===== src/rtl/uart_pkg.sv =====
// Shared UART types and constants for the transmit path (and the planned receiver).
package uart_pkg;

    typedef enum logic [1:0] {
        PAR_NONE,
        PAR_ODD,
        PAR_EVEN
    } parity_e;

    typedef enum logic [2:0] {
        ST_IDLE,
        ST_START,
        ST_DATA,
        ST_PARITY,
        ST_STOP
    } tx_state_e;

    localparam int CLKS_PER_BIT_115200 = 868;

    // Payload is zero-extended to 9 bits; the padding does not disturb the XOR.
    function automatic logic parity_bit(input parity_e mode, input logic [8:0] data);
        return (mode == PAR_ODD) ? ~^data : ^data;
    endfunction

endpackage


===== src/rtl/uart_sync_fifo.sv =====
// Single-clock FIFO with an extra pointer MSB to tell full from empty.
module uart_sync_fifo #(
    parameter int WIDTH = 8,
    parameter int DEPTH = 16,
    localparam int AW = $clog2(DEPTH)
) (
    input  logic          clk,
    input  logic          rst_n,
    input  logic          wr_en,
    input  logic [WIDTH-1:0] wr_data,
    output logic          full,
    input  logic          rd_en,
    output logic [WIDTH-1:0] rd_data,
    output logic          empty,
    output logic [AW:0]   level
);

    localparam logic [AW:0] PTR_ONE = {{AW{1'b0}}, 1'b1};

    logic [AW:0]      wr_ptr_q, wr_ptr_d;
    logic [AW:0]      rd_ptr_q, rd_ptr_d;
    logic [WIDTH-1:0] mem_q [DEPTH];
    logic             push, pop;

    always_comb begin
        empty    = (wr_ptr_q == rd_ptr_q);
        full     = (wr_ptr_q[AW] != rd_ptr_q[AW]) &&
                   (wr_ptr_q[AW-1:0] == rd_ptr_q[AW-1:0]);
        push     = wr_en && !full;
        pop      = rd_en && !empty;
        wr_ptr_d = wr_ptr_q;
        rd_ptr_d = rd_ptr_q;
        if (push) wr_ptr_d = wr_ptr_q + PTR_ONE;
        if (pop)  rd_ptr_d = rd_ptr_q + PTR_ONE;
        level    = wr_ptr_q - rd_ptr_q;
        rd_data  = mem_q[rd_ptr_q[AW-1:0]];
    end

    always_ff @(posedge clk or negedge rst_n) begin
        if (!rst_n) begin
            wr_ptr_q <= '0;
            rd_ptr_q <= '0;
        end else begin
            wr_ptr_q <= wr_ptr_d;
            rd_ptr_q <= rd_ptr_d;
        end
    end

    // Storage carries no reset: emptiness is defined by the pointers alone.
    always_ff @(posedge clk) begin
        if (push) mem_q[wr_ptr_q[AW-1:0]] <= wr_data;
    end

endmodule


===== src/rtl/uart_tx_fifo.sv =====
// UART transmitter fed by a local FIFO; queued words leave back-to-back.
module uart_tx_fifo import uart_pkg::*; #(
    parameter int      CLKS_PER_BIT = CLKS_PER_BIT_115200,
    parameter int      DATA_BITS    = 8,
    parameter parity_e PARITY       = PAR_NONE,
    parameter int      STOP_BITS    = 1,
    parameter int      FIFO_DEPTH   = 16
) (
    input  logic                          clk,
    input  logic                          rst,
    input  logic [DATA_BITS-1:0]          s_data,
    input  logic                          s_valid,
    output logic                          s_ready,
    input  logic                          enable,
    output logic                          uart_tx,
    output logic                          busy,
    output logic [$clog2(FIFO_DEPTH):0]   fifo_level
);

    localparam int              CW         = $clog2(CLKS_PER_BIT);
    localparam int              BW         = 4;
    localparam logic [CW-1:0]   CNT_LAST   = CW'(CLKS_PER_BIT - 1);
    localparam logic [CW-1:0]   CNT_ONE    = CW'(1);
    localparam logic [BW-1:0]   BIT_ONE    = BW'(1);
    localparam logic [BW-1:0]   DATA_LAST  = BW'(DATA_BITS - 1);
    localparam logic [BW-1:0]   STOP_LAST  = BW'(STOP_BITS - 1);
    localparam bit              HAS_PARITY = (PARITY != PAR_NONE);

    tx_state_e            state_q, state_d;
    logic [CW-1:0]        cnt_q, cnt_d;
    logic [BW-1:0]        bit_idx_q, bit_idx_d;
    logic [DATA_BITS-1:0] shift_q, shift_d;
    logic                 par_q, par_d;
    logic                 tx_q, tx_d;
    logic                 busy_q, busy_d;

    logic                 fifo_full, fifo_empty, fifo_pop;
    logic [DATA_BITS-1:0] fifo_rd_data;
    logic                 bit_done, start_ok, load;

    uart_sync_fifo #(
        .WIDTH (DATA_BITS),
        .DEPTH (FIFO_DEPTH)
    ) u_fifo (
        .clk     (clk),
        .rst_n   (rst),
        .wr_en   (s_valid),
        .wr_data (s_data),
        .full    (fifo_full),
        .rd_en   (fifo_pop),
        .rd_data (fifo_rd_data),
        .empty   (fifo_empty),
        .level   (fifo_level)
    );

    always_comb begin
        state_d   = state_q;
        cnt_d     = cnt_q;
        bit_idx_d = bit_idx_q;
        shift_d   = shift_q;
        par_d     = par_q;
        load      = 1'b0;
        bit_done  = (cnt_q == CNT_LAST);
        start_ok  = enable && !fifo_empty;

        if (state_q != ST_IDLE) cnt_d = bit_done ? '0 : cnt_q + CNT_ONE;

        case (state_q)
            ST_IDLE: begin
                if (start_ok) load = 1'b1;
            end
            ST_START: begin
                if (bit_done) begin
                    state_d   = ST_DATA;
                    bit_idx_d = '0;
                end
            end
            ST_DATA: begin
                if (bit_done) begin
                    if (bit_idx_q == DATA_LAST) begin
                        state_d   = HAS_PARITY ? ST_PARITY : ST_STOP;
                        bit_idx_d = '0;
                    end else begin
                        bit_idx_d = bit_idx_q + BIT_ONE;
                        shift_d   = shift_q >> 1;
                    end
                end
            end
            ST_PARITY: begin
                if (bit_done) begin
                    state_d   = ST_STOP;
                    bit_idx_d = '0;
                end
            end
            ST_STOP: begin
                if (bit_done) begin
                    if (bit_idx_q == STOP_LAST) begin
                        if (start_ok) begin
                            load = 1'b1;
                        end else begin
                            state_d   = ST_IDLE;
                            bit_idx_d = '0;
                        end
                    end else begin
                        bit_idx_d = bit_idx_q + BIT_ONE;
                    end
                end
            end
            default: state_d = ST_IDLE;
        endcase

        if (load) begin
            state_d   = ST_START;
            cnt_d     = '0;
            bit_idx_d = '0;
            shift_d   = fifo_rd_data;
            par_d     = parity_bit(PARITY, 9'(fifo_rd_data));
        end
        fifo_pop = load;
    end

    // Line level is decoded from the next state so uart_tx can be a plain flop.
    always_comb begin
        case (state_d)
            ST_START:  tx_d = 1'b0;
            ST_DATA:   tx_d = shift_d[0];
            ST_PARITY: tx_d = par_d;
            default:   tx_d = 1'b1;
        endcase
        busy_d = (state_d != ST_IDLE);
    end

    always_ff @(posedge clk or negedge rst) begin
        if (!rst) begin
            state_q   <= ST_IDLE;
            cnt_q     <= '0;
            bit_idx_q <= '0;
            tx_q      <= 1'b1;
            busy_q    <= 1'b0;
        end else begin
            state_q   <= state_d;
            cnt_q     <= cnt_d;
            bit_idx_q <= bit_idx_d;
            tx_q      <= tx_d;
            busy_q    <= busy_d;
        end
    end

    always_ff @(posedge clk) begin
        shift_q <= shift_d;
        par_q   <= par_d;
    end

    assign uart_tx = tx_q;
    assign busy    = busy_q;
    assign s_ready = !fifo_full;

endmodule


===== config.mk =====
export PLATFORM = sky130hd
export DESIGN_NAME = uart_tx_fifo
export DESIGN_NICKNAME = d
export VERILOG_FILES = /design/src/rtl/uart_pkg.sv /design/src/rtl/uart_sync_fifo.sv /design/src/rtl/uart_tx_fifo.sv
export SDC_FILE = /design/constraint.sdc
export NUM_CORES = 1
export LEC_CHECK = 0
export CAP_MARGIN = 20
export CORE_ASPECT_RATIO = 1.2
export CORE_MARGIN = 5
export CORE_UTILIZATION = 40
export CTS_CLUSTER_DIAMETER = 200
export CTS_CLUSTER_SIZE = 20
export DETAILED_ROUTE_END_ITERATION = 10
export SLEW_MARGIN = 0
export SYNTH_ARGS = -nofsm -noshare
export SYNTH_HDL_FRONTEND = slang
export SYNTH_SLANG_ARGS = --single-unit

===== constraint.sdc =====
create_clock -name clk -period 3.1 [get_ports clk]
set_input_delay 0.31 -clock clk [delete_from_list [all_inputs] [get_ports clk]]
set_output_delay 0.31 -clock clk [all_outputs]
set_load 0.02 [all_outputs]

==> flow_summary.yaml <==
pwr:
  p_comb_share_pct: 13.8
  power.density_nw_per_um2: 658
  p_total_mw: 5.51
  swShare_pct: 27.1
  clock_power_share_pct: 36.9
  ir_drop_uv: 416
  seq_power_share_pct: 49.3
  leakagePower_nw: 2.87
  p_sw_mw: 1.49
  power.internal_mw: 4.01
layout:
  final_nets: 524
  drive_gt1_share_pct: 19.5
  design_area_sq_um: 8370
  fin_util_pct: 47.4
  num_antenna_cells: 0
  multi_input_area_sq_um: 2250
  syn_to_final_growth_pct: 16.0
  fillers: 1507
  final-seq-area_sq_um: 4820
run:
  drv_cap: 0
timing:
  finalHoldViolCount: 0
  tightest_slew_ns: 0.778
  setup_viol: 0
  slew_headroom_pct: 47.7
  finClkSkew_ns: 0.0105
  final_max_slew_viol_count: 0
  final.period_utilization_pct: 95.2
  max_freq_mhz: 339
  fin_crit_ns: 2.95
  rsz0062_at_grt: "no"
  tns_ns: 0
synth:
  synth_commonest_cells: "edfxtp_1, nand2_1, dfrtp_1, nor2_1, o21ai_0"
  synth_top_area_share_pct: 56.2
  synth_ff_type: "edfxtp_1"
  synth_cell_type_count: 60
  synth-edff-count: 135
  yosysMostFrequentCell: "edfxtp_1"
  async_reset_ff_share_pct: 17.5
  synthTopCellsByArea: "edfxtp_1, dfrtp_1, mux4_1"
  netlist.top_cell.by_area: "edfxtp_1"
  syn_area_sq_um: 7220
  ys.warnings.count: 0
  synth_nets: 479
  ys_seq_area_share_pct: 66.8
  yosys_register_bits: 166
  synth_cells: 454
  synth.avg_cell_area_sq_um: 15.9
die:
  initial_core_util_pct: 40.9
  core_area_sq_um: 17600
  ios: 20
  fp.dieH_um: 157
  die_x_um: 133
  rows: 53
  die_area_sq_um: 20800
global_route:
  grt_usage_pct: 14.0
  grt_pass1_wl_um: 22000
  antenna_found_initial: 0
  grt_max_degree: 30
  grt_pass1_vias: 4017
  grt-ovfl-total: 0
setup_path:
  timing.rr.end: "uart_tx"
  cp-start-kind: "flop"
  cp.arrival_ns: 2.64
  required_ns: 2.79
  path_cells: "inv_1, ha_1, fa_1, inv_1, a21o_1, a21oi_1, xor2_1, clkdlybuf4s50_1"
  endpoint_kind: "output pin"
  cp_top_family: "buffers and inverters"
  crit_slowest_cell: "clkdlybuf4s50_1"
  critPathMaxStageDelay_ns: 0.62
  crit_path_start: "u_fifo.wr_ptr_q[0]"
  path_common_cell: "inv_1"
  r2r_cells: 7
  r2r_start: "cnt_q[0]"
  worst-path-max-fanout: 4
  reg2reg_slack_ns: 0.36
  critPathBufInv: 3
  critical_path_class: "flop to output pin"
place:
  gp_congestion: 0.831
  io_buffers: 19
  dpl.hpwl_um: 9400
  postPlaceCellArea_sq_um: 7770
clock_tree:
  htree_num_levels: 4
  cts_buffers: 17
  clkSlewWorstSetupHoldPaths_ns: 0.06
  tritoncts: "yes"
  cts_buffer_depth: 2
  cts_hold_buf: 0
  insertion_delay_ns: 0.43
  cts.sinks: 166
  ctsRootBufferMaster: "clkbuf_16"
detailed_routing:
  drc: 0
  wl_per_cell_um: 18.8
  drtPass1Iterations: 4
  ant_nets: 0
  drt-total-wl_um: 13700
  drt-initial-drc-count: 286
  via_per_inst: 5.26
  vias: 3853
min_path:
  min_path_type: "input pin to async pin"
run_status:
  status: "finished, final reports clean"
logic make-up (layout without fill, tap and decap cells):
| kind of cell | after synthesis | count (layout) | share of synthesized area, % |
|---|---|---|---|
| XOR/XNOR | 19 | 19 | 2.51 |
| AND/OR/NAND/NOR | 101 | 101 | 7.09 |
| AO/OA/AOI/OAI | 75 | 75 | 7.25 |
| flip-flops | 166 | 166 | 66.8 |
| adder cells (fa/ha/maj) | 13 | 13 | 2.36 |
| buffers and inverters | 30 | 88 | 2.13 |
| multiplexers | 50 | 50 | 11.9 |
layout make-up:
type / instances / share of cell area (%)
inverters: 12 / 0.583
clock buffers: 17 / 5.08
flip-flops and latches: 166 / 57.7
repair buffers: 44 / 4.52
multi-input cells: 258 / 26.9
well taps: 220 / 3.29
clock inverters: 15 / 1.93
worst register-to-register path, delay by kind of cell (launching register included):
family | cells | cell delay, ns
AOI/OAI and AO/OA | 1 | 0.26
DFF | 1 | 0.38
muxes | 1 | 0.30
adders and majority gates | 1 | 0.20
and+or+nand+nor | 4 | 1.53
stage by stage:
stage	instances	setup WS (ns)	hold slack (ns)
detailed placement	699	0.308	0.460
global route	732	0.0348	0.320
CTS	732	0.0736	0.271
global placement	699	0.353	0.457
floorplan	454	-0.164	0.0144
finish	732	0.147	0.270
layer usage:
metal	global-route usage (%)	vias to the layer above	share of wire, %
met2	24.4	64	52
met1	16.8	1931	44
met4	5.15	0	1.4
met3	3.58	15	3.0
li1	-	1843	-
met5	0	-	0
cells in the final DEF, fill, tap and decap left out, types with 17 or more instances in the layout:
master,netlist,final
clkdlybuf4s50_1,0,19
nand2_1,37,37
mux2i_1,18,18
edfxtp_1,135,135
o21ai_0,21,21
nor2_1,22,21
clkbuf_16,0,17
dfrtp_1,28,27
buf_4,0,25
power groups by stage:
stage / Sequential [mW] / Combinational [mW] / Clock [mW]
2_1_floorplan: 2.70 / 0.489 / 0
3_3_place_gp: 2.75 / 0.756 / 0
3_5_place_dp: 2.76 / 0.769 / 0
4_1_cts: 2.72 / 0.771 / 2.07
5_1_grt: 2.73 / 0.834 / 2.18
6_report: 2.71 / 0.761 / 2.03
worst max path at each step:
stage,depth (start not counted),to
2_1_floorplan,10,u_fifo.mem_q[1][0]
3_3_place_gp,8,par_q
3_5_place_dp,8,par_q
4_1_cts,6,fifo_level[4]
5_1_grt,8,fifo_level[4]
6_report,8,fifo_level[4]
flip-flops by register name, summed over array words and instances, names as in the netlist, 3 cells and up:
register / count
u_fifo.rd_ptr_q: 5
state_q: 3
u_fifo.mem_q: 128
cnt_q: 10
u_fifo.wr_ptr_q: 5
bit_idx_q: 4
shift_q: 8
timing repair:
action                                  CTS  global route
endpoints found under the setup margin    1             1
gates resized for setup                   1             1
hold endpoints to repair                  0             0
setup buffers                             1             0
No activity file was read; power rests on OpenSTA's default activity.
